### src/rtl/stream_fifo.sv
// stream_fifo: elastic stb/ack FIFO with registered occupancy and almost-full flag
module stream_fifo #(
  parameter int WIDTH       = 16,
  parameter int DEPTH       = 8,
  parameter int ALMOST_FULL = 6
) (
  input  logic                       clk,
  input  logic                       rst,
  input  logic [WIDTH-1:0]           input_a,
  input  logic                       input_a_stb,
  output logic                       input_a_ack,
  output logic [WIDTH-1:0]           output_z,
  output logic                       output_z_stb,
  input  logic                       output_z_ack,
  output logic [$clog2(DEPTH):0]     count,
  output logic                       almost_full
);
  localparam int AW = $clog2(DEPTH);
  logic [WIDTH-1:0] mem [DEPTH];
  logic [AW-1:0]    wr, rd;
  logic             push, pop;
  // ack is gated by rst so nothing is accepted while the queue is being flushed
  assign input_a_ack  = !rst && (count != (AW+1)'(DEPTH));
  assign output_z_stb = count != '0;
  assign output_z     = mem[rd];
  assign almost_full  = count >= (AW+1)'(ALMOST_FULL);
  assign push         = input_a_stb && input_a_ack;
  assign pop          = output_z_stb && output_z_ack;
  always_ff @(posedge clk) begin
    if (rst) begin
      wr    <= '0;
      rd    <= '0;
      count <= '0;
    end else begin
      if (push) begin
        mem[wr] <= input_a;
        wr      <= wr + 1'b1;
      end
      if (pop) rd <= rd + 1'b1;
      count <= count + (AW+1)'(push) - (AW+1)'(pop);
    end
  end
endmodule

### config.mk
export PLATFORM = sky130hd
export DESIGN_NAME = stream_fifo
export DESIGN_NICKNAME = d
export VERILOG_FILES = /design/src/rtl/stream_fifo.sv
export SDC_FILE = /design/constraint.sdc
export NUM_CORES = 1
export LEC_CHECK = 0
export CAP_MARGIN = 20
export CORE_MARGIN = 2
export CORE_UTILIZATION = 35
export DETAILED_ROUTE_END_ITERATION = 8
export DONT_BUFFER_PORTS = 1
export PLACE_DENSITY = 0.56
export SLEW_MARGIN = 40
export SYNTH_ARGS = -nofsm -noshare
export SYNTH_HDL_FRONTEND = slang
export SYNTH_SLANG_ARGS = --single-unit
export TNS_END_PERCENT = 100
### constraint.sdc
create_clock -name clk -period 2.9 [get_ports clk]
set_clock_uncertainty 0.1 [all_clocks]
set_input_delay 0.29 -clock clk [delete_from_list [all_inputs] [get_ports clk]]
set_output_delay 0.29 -clock clk [all_outputs]
set_load 0.005 [all_outputs]
# Word level (Yosys, flattened, before mapping)
# Memories as Yosys holds them, arrays and structs flattened. A register that Yosys moved wholly into a read port is not among the register bits.
# Index checks and enable logic that the tools add are counted.
[word_totals]
n_memories = 1
ff_bits = 10
elab_cells = 20
output_inout_bits = 23
mem_bits_rw = 128
[mem_list]
columns = ["name", "words", "word_bits", "rd", "rd_ports_with_merged_regs", "write_ports", "line", "text"]
rows = [
  ["mem", 8, 16, 1, 1, 1, "19", "logic [WIDTH-1:0] mem [DEPTH];"],
]
[classes]
muxes = 5
add_sub_neg = 4
n_eq_ne = 1
magnitude_cmp = 1
n_reduce_logical = 5
[ops]
columns = ["cell", "count"]
rows = [
  ["$add 3x1->3 const B", 2],
  ["$mux 3", 2],
  ["$add 4x1->4", 1],
  ["$ge 4x3->1 const B", 1],
  ["$ne 4x4->1 const B", 1],
  ["$reduce_bool 4->1", 1],
  ["$sub 4x1->4", 1],
  ["$logic_and 1x1->1", 3],
  ["$mux 1", 3],
  ["$logic_not 1->1", 1],
]

# Longest topological paths before layout
# Gate-level depths: netlist of run 1.
[depth]
ltp_word = 6
ltp_mapped = 11
ltp_nobuf = 11

# Worst setup path after synthesis of run 1
# OpenSTA, ideal clock, no wires.
[synth_path]
path_kind = "reg2reg"
start = "register count[2]"
end = "memory mem[0][0], enable pin"
required_time_ps = 2391
path_slack_ps = -40
stages_incl_launch_ff = 6
arrival_time_ps = 2431
path_buffers = 0
setup_ps = 409
synth_period_minus_slack_ps = 2940
cell_sequence = "dfxtp_1 > inv_1 > ha_1 > nor3b_1 > or4_1 > nor3_1"
[synth_between]
elab_chain_len = 6
[synth_lines]
columns = ["item", "line", "text"]
rows = [
  ["start: declaration", "15", "output logic [$clog2(DEPTH):0] count,"],
  ["start signal: assignment", "40", "count <= count + (AW+1)'(push) - (AW+1)'(pop);"],
  ["$ne 4x4->1", "23", "assign input_a_ack = !rst && (count != (AW+1)'(DEPTH));"],
  ["$logic_and 1x1->1", "23", ""],
  ["$logic_and 1x1->1", "27", "assign push = input_a_stb && input_a_ack;"],
  ["$mux 1", "35", "if (push) begin"],
  ["$mux 1", "30", "if (rst) begin"],
  ["$mux 1 (not written as such)", "36", "mem[wr] <= input_a;"],
  ["end: declaration", "19", ""],
]
# No other way between the ends.

# Worst setup path in the final report of run 1
[layout_path]
start = "register count[2]"
end = "register count[2]"
[layout_between]
elab_chain_len = 5
[layout_lines]
columns = ["item", "line"]
rows = [
  ["$ne 4x4->1", "23"],
  ["$logic_and 1x1->1", "23"],
  ["$logic_and 1x1->1", "27"],
  ["$add 4x1->4", "40"],
  ["$sub 4x1->4 (*)", "40"],
]
# Mark *: on every way between the ends. The rest lies on a longest branch, timed or not.
# A chain may end at the register's enable or synchronous reset.

==> reports/metrics.yaml, run 1 <==
fin_area_um2: 6650
syn_nets: 300
antenna_found_initial: 0
p_int_uw: 3820
register_area_um2: 4110
first_pass_iters: 4
ys_seq_elements: 141
avgSynthCellArea_um2: 20.8
multi_input_area_um2: 1420
critPathLaunch: "count[2]"
via_per_inst: 4.87
netlist_area_um2: 5620
min_from: "input_a_stb"
placed_cell_area_um2: 5940
vdd_drop_max_mv: 0.420
crit_fanout: 7
start_util_pct: 35.6
clkPwrFrac_pct: 38.1
wirelength_um: 9880
nFillCells: 1403
synth_enable_flop_cells: 128
grt_max_degree: 33
ys_warn_count: 0
ys.flop_type: "edfxtp_1"
instances_no_fill: 540
clk_latency_ps: 410
p_sw_share_pct: 23.1
leakage_uw: 0.00218
timing.rr.start: "count[2]"
drive_above_1_share_pct: 19.4
worstSetupPathType: "flop to flop"
rrSetupSlack_ps: 360
maxSlewViolCount: 0
post-route-util_pct: 42.2
slew_headroom_pct: 62.5
ys_seq_area_share_pct: 73.0
min_period_ps: 2540
end_kind: "flop"
cts_tree: "yes"
hpwl_um: 5620
die_h_um: 131
grtUsageTotal_pct: 12.4
die_w_um: 131
cts.htree.levels: 4
reg2regPathDepth: 11
ant_nets: 0
area_delta_synth_final_pct: 18.3
dp.cells: 489
clkSlewWorstSetupHoldPaths_ps: 60
synth_cells: 270
portBuffers: 0
p_comb_share_pct: 14.2
place_ws_ps: 387
crit_arrival_ps: 2730
grt-ovfl-total: 0
hold_viol: 0
mostFrequentLayoutCell: "edfxtp_1"
cts_setup_buffers: 0
wl_per_cell_um: 18.3
nNetsFinal: 341
rows: 46
p_seq_share_pct: 47.7
tightest_slew_ps: 562
power_density_nw_per_um2: 747
pin_count: 43
core_um2: 15800
die_area_um2: 17100
async_flop_share_pct: 0
grt_pass1_wl_um: 15100
cp_data_required_time_ps: 3090
crit_end: "count[2]"
status: "finished, final reports clean"
rsz0062_at_grt: "false"
vias: 2630
cts_made_buffers: 17
min_path_type: "input pin to flop"
cts.sinks: 141
ys_types: 28
routabilityCongestion: 0.657
cts_buffer_depth: 2
final_cell_mix: "128 x edfxtp_1, 28 x mux4_1, 19 x dlygate4sd3_1"
drt_iter0_drc: 174
setup_tns_ps: 0
setup_viol: 0
fin_crit_sh_pct: 87.6
start_kind: "flop"
p_sw_uw: 1150
fin_ws_ps: 361
cap_violations: 0
fmax_ghz: 0.394
root_buffer: "clkbuf_16"
grt_pass1_vias: 2753
r2r-end: "count[2]"
antenna_cells: 0
drc: 0
worst min path at each step:
stage	to	slack (ps)	cells past startpoint
5_1_grt	wr[0]	40	3
6_report	wr[0]	40	3
4_1_cts	wr[0]	20	3
3_3_place_gp	count[1]	260	1
3_5_place_dp	count[0]	270	1
2_1_floorplan	mem[0][0]	290	0
per-layer routing:
| layer | GRT usage (%) | vias up | share of wire (%) |
|---|---|---|---|
| li1 | - | 1207 | - |
| met1 | 15.6 | 1363 | 46 |
| met2 | 19.6 | 49 | 48 |
| met3 | 4.52 | 11 | 4.6 |
| met4 | 5.26 | 0 | 1.2 |
| met5 | 0 | - | 0 |
cell type report:
class                   instances  area share, %
flip-flops and latches        141           61.7
inverters                       9          0.508
clock buffers                  21           6.62
well taps                     216           4.06
multi-input cells             110           21.4
clock inverters                11           1.15
repair buffers                 32           4.52
cell usage after synthesis (6+ instances only):
master | number | area share [%]
edfxtp_1 | 128 | 68
mux4_1 | 28 | 13
mux2_2 | 16 | 3.2
dfxtp_1 | 13 | 4.6
nor2_1 | 11 | 0.73
ha_1 | 9 | 2.0
inv_1 | 9 | 0.60
a21oi_1 | 8 | 0.71
nand2_1 | 6 | 0.40
o21ai_0 | 6 | 0.53
sequential cells by signal, indices dropped and copies added, names as in the netlist, named ones only:
name   cells
count      4
wr         3
mem      128
rd         3
worst max-delay path: stages (launching register included):
cell	delay, ps
dfxtp_1	330
inv_1	100
ha_1	160
nor3b_1	480
or3_1	200
ha_1	220
inv_1	60
ha_1	150
inv_1	50
fa_1	370
xor2_1	140
nor2_1	50
power by group through the flow:
stage | Sequential [uW] | Combinational (uW) | Clock [uW]
after floorplan | 2400 | 526 | 0
after global placement | 2410 | 668 | 0
after detailed placement | 2410 | 674 | 0
after CTS | 2370 | 722 | 1950
after global routing | 2380 | 787 | 2030
final | 2370 | 703 | 1890
per-stage QoR:
| stage | power, uW | hold slack, ps |
|---|---|---|
| 3_5_place_dp | 3090 | 266 |
| 2_1_floorplan | 2920 | 289 |
| 5_1_grt | 5200 | 37.9 |
| 3_3_place_gp | 3080 | 264 |
| 6_report | 4970 | 38.4 |
| 4_1_cts | 5040 | 16.1 |
kinds of logic after synthesis:
logic type / after synthesis / share of synthesized area, %
flops: 141 / 73.0
mux: 48 / 17.9
simple gates: 36 / 3.34
buf+inv: 19 / 1.83
compound gates: 15 / 1.40
fa+ha+maj: 10 / 2.36
xor+xnor: 1 / 0.156
what timing repair did:
action / CTS / global route
resized for setup: 0 / 0
hold buffers: 19 / 0
hold endpoints to repair: 140 / 0
Note: power is estimated with default switching activity, not from simulation.
==> run 2, diff against run 1 <==
PLACE_DENSITY = 0.54   (was 0.56)
clock period = 2.7 ns   (was 2.9 ns; I/O delays follow)
==> reports/metrics.yaml, run 2 (synthesis results as in run 1) <==
status: "finished, final reports clean"
first_pass_iters: 7  # +3
top_regs: "mem: 128 flops, count: 4 flops"
crit_arrival_ps: 2690  # -40 ps
vdd_drop_max_mv: 0.479  # +14%
drt_iter0_drc: 146  # -16%
pin_count: 43  # unchanged
p_seq_share_pct: 45.2  # -2.5 points
routabilityCongestion: 0.695  # +5.9%
end_kind: "flop"
grt_max_degree: 33  # unchanged
min_period_ps: 2500  # -42.5 ps
clk_latency_ps: 420  # about the same
mostFrequentLayoutCell: "edfxtp_1"
slew_headroom_pct: 67.0  # +4.5 points
rsz0062_at_grt: "false"
cts_setup_buffers: 0  # unchanged
wl_per_cell_um: 18.9  # +3.1%
p_int_uw: 4400  # +15%
antenna_cells: 0  # unchanged
die_w_um: 131  # unchanged
p_sw_uw: 1270  # +11%
crit_fanout: 7  # unchanged
fin_crit_sh_pct: 92.5  # +4.9 points
core_um2: 15800  # unchanged
largest_reg_flops: 128  # unchanged
drc: 0  # unchanged
grt_pass1_vias: 2745  # -0.29%
nNetsFinal: 344  # +0.88%
via_per_inst: 4.83  # -0.93%
maxSlewViolCount: 0  # unchanged
cts_tree: "yes"
cts_made_buffers: 17  # unchanged
hold_viol: 0  # unchanged
cts.htree.levels: 4  # unchanged
hpwl_um: 6110  # +8.6%
die_area_um2: 17100  # unchanged
p_sw_share_pct: 22.4  # -0.68 points
area_delta_synth_final_pct: 21.1
cp_data_required_time_ps: 2890  # -200 ps
cap_violations: 0  # unchanged
grt-ovfl-total: 0  # unchanged
cts_buffer_depth: 2  # unchanged
placed_cell_area_um2: 6000  # +1.0%
portBuffers: 0  # unchanged
rows: 46  # unchanged
final_cell_mix: "128 x edfxtp_1, 28 x mux4_1, 19 x dlygate4sd3_1"
tightest_slew_ps: 494  # -67.5 ps
clkPwrFrac_pct: 41.6  # +3.5 points
leakage_uw: 0.00224  # +2.4%
clkSlewWorstSetupHoldPaths_ps: 60  # about the same
grt_pass1_wl_um: 15500  # +2.7%
ant_nets: 0  # unchanged
cts.sinks: 141  # unchanged
power_uw: 5670  # +14%
min_path_type: "input pin to flop"
start_kind: "flop"
vias: 2620  # -0.38%
die_h_um: 131  # unchanged
worstSetupPathType: "flop to flop"
drive_above_1_share_pct: 21.4  # +2.0 points
wirelength_um: 10200  # +3.7%
start_util_pct: 35.6  # unchanged
antenna_found_initial: 1  # +1
p_comb_share_pct: 13.1  # -1.1 points
setup_viol: 0  # unchanged
nFillCells: 1398  # -0.36%
setup_tns_ps: 0  # unchanged
root_buffer: "clkbuf_16"
fmax_ghz: 0.401  # +1.7%
fin_area_um2: 6810  # +2.3%
grtUsageTotal_pct: 12.9  # +0.47 points
top_register: "mem"
power_density_nw_per_um2: 834  # +12%
==> run 2: changes by cell type in the layout (fill, tap and decap cells not counted), sizes merged <==
| cell | delta |
|---|---|
| buf | +3 |
| bufinv | +3 |
| clkbuf | -2 |
| clkinv | -4 |
| clkinvlp | +3 |
==> run 2: layout make-up <==
class                           count  area [um^2]  area share [%]
Clock inverter                     13          173            2.54
Inverter                            9         33.8           0.496
Multi-Input combinational cell    110         1430            21.0
Timing Repair Buffer               35          360            5.30
Clock buffer                       19          433            6.36
Tap cell                          216          270            3.97
Sequential cell                   141         4110            60.3
==> run 2: power groups by stage <==
stage / clock [uW] / combinational (uW) / sequential (uW)
floorplan: 0 / 565 / 2570
global placement: 0 / 711 / 2610
detailed placement: 0 / 717 / 2610
CTS: 2420 / 768 / 2570
global route: 2520 / 841 / 2580
finish: 2360 / 745 / 2570
==> run 2: path summary, 6_finish.rpt <==
| path | from | to | slack [ps] | depth (start not counted) |
|---|---|---|---|---|
| max | count[2] | count[2] | 200 | 11 |
| max reg2reg | count[2] | count[2] | 200 | 11 |
| min | rst | count[3] | 20 | 2 |
| min reg2reg | rd[2] | flop | 390 | 2 |
==> run 2: through the flow <==
step	instances	util (%)	worst slack (ps)	hold slack (ps)
floorplan	270	-	70.4	269
global placement	492	38.1	200	243
detailed placement	492	38.1	121	244
CTS	543	43.1	75.3	5.00
global route	543	43.2	31.7	41.8
finish	543	43.2	203	22.0
==> run 2: timing repair <==
action                                  in CTS  in global routing
resized for setup                            0                  2
endpoints found under the hold margin      140                  0
hold buffers                                19                  0
endpoints found under the setup margin       0                  2
==> run 2: metal layers <==
metal	share of wire [%]	global-route usage, %	up-vias
met5	0.11	0	-
met4	0.76	4.88	2
met3	6.1	5.13	8
met2	48	20.4	61
met1	45	16.1	1339
li1	-	-	1210
==> run 2: critical path, stage by stage, from the launching register on <==
cell and delay (ps):
dfxtp_2 350, inv_1 70, ha_1 210, nor3b_2 190
or3_1 330, ha_1 290, inv_1 60, ha_1 160
inv_1 60, fa_1 370, xor2_1 140, nor2_1 50
==> run 3, diff against run 2 <==
ABC_CLOCK_PERIOD_IN_PS = 2700   (was default)
==> results of run 3 <==
No change in the layout: final DEF, timing and power equal those of run 2.
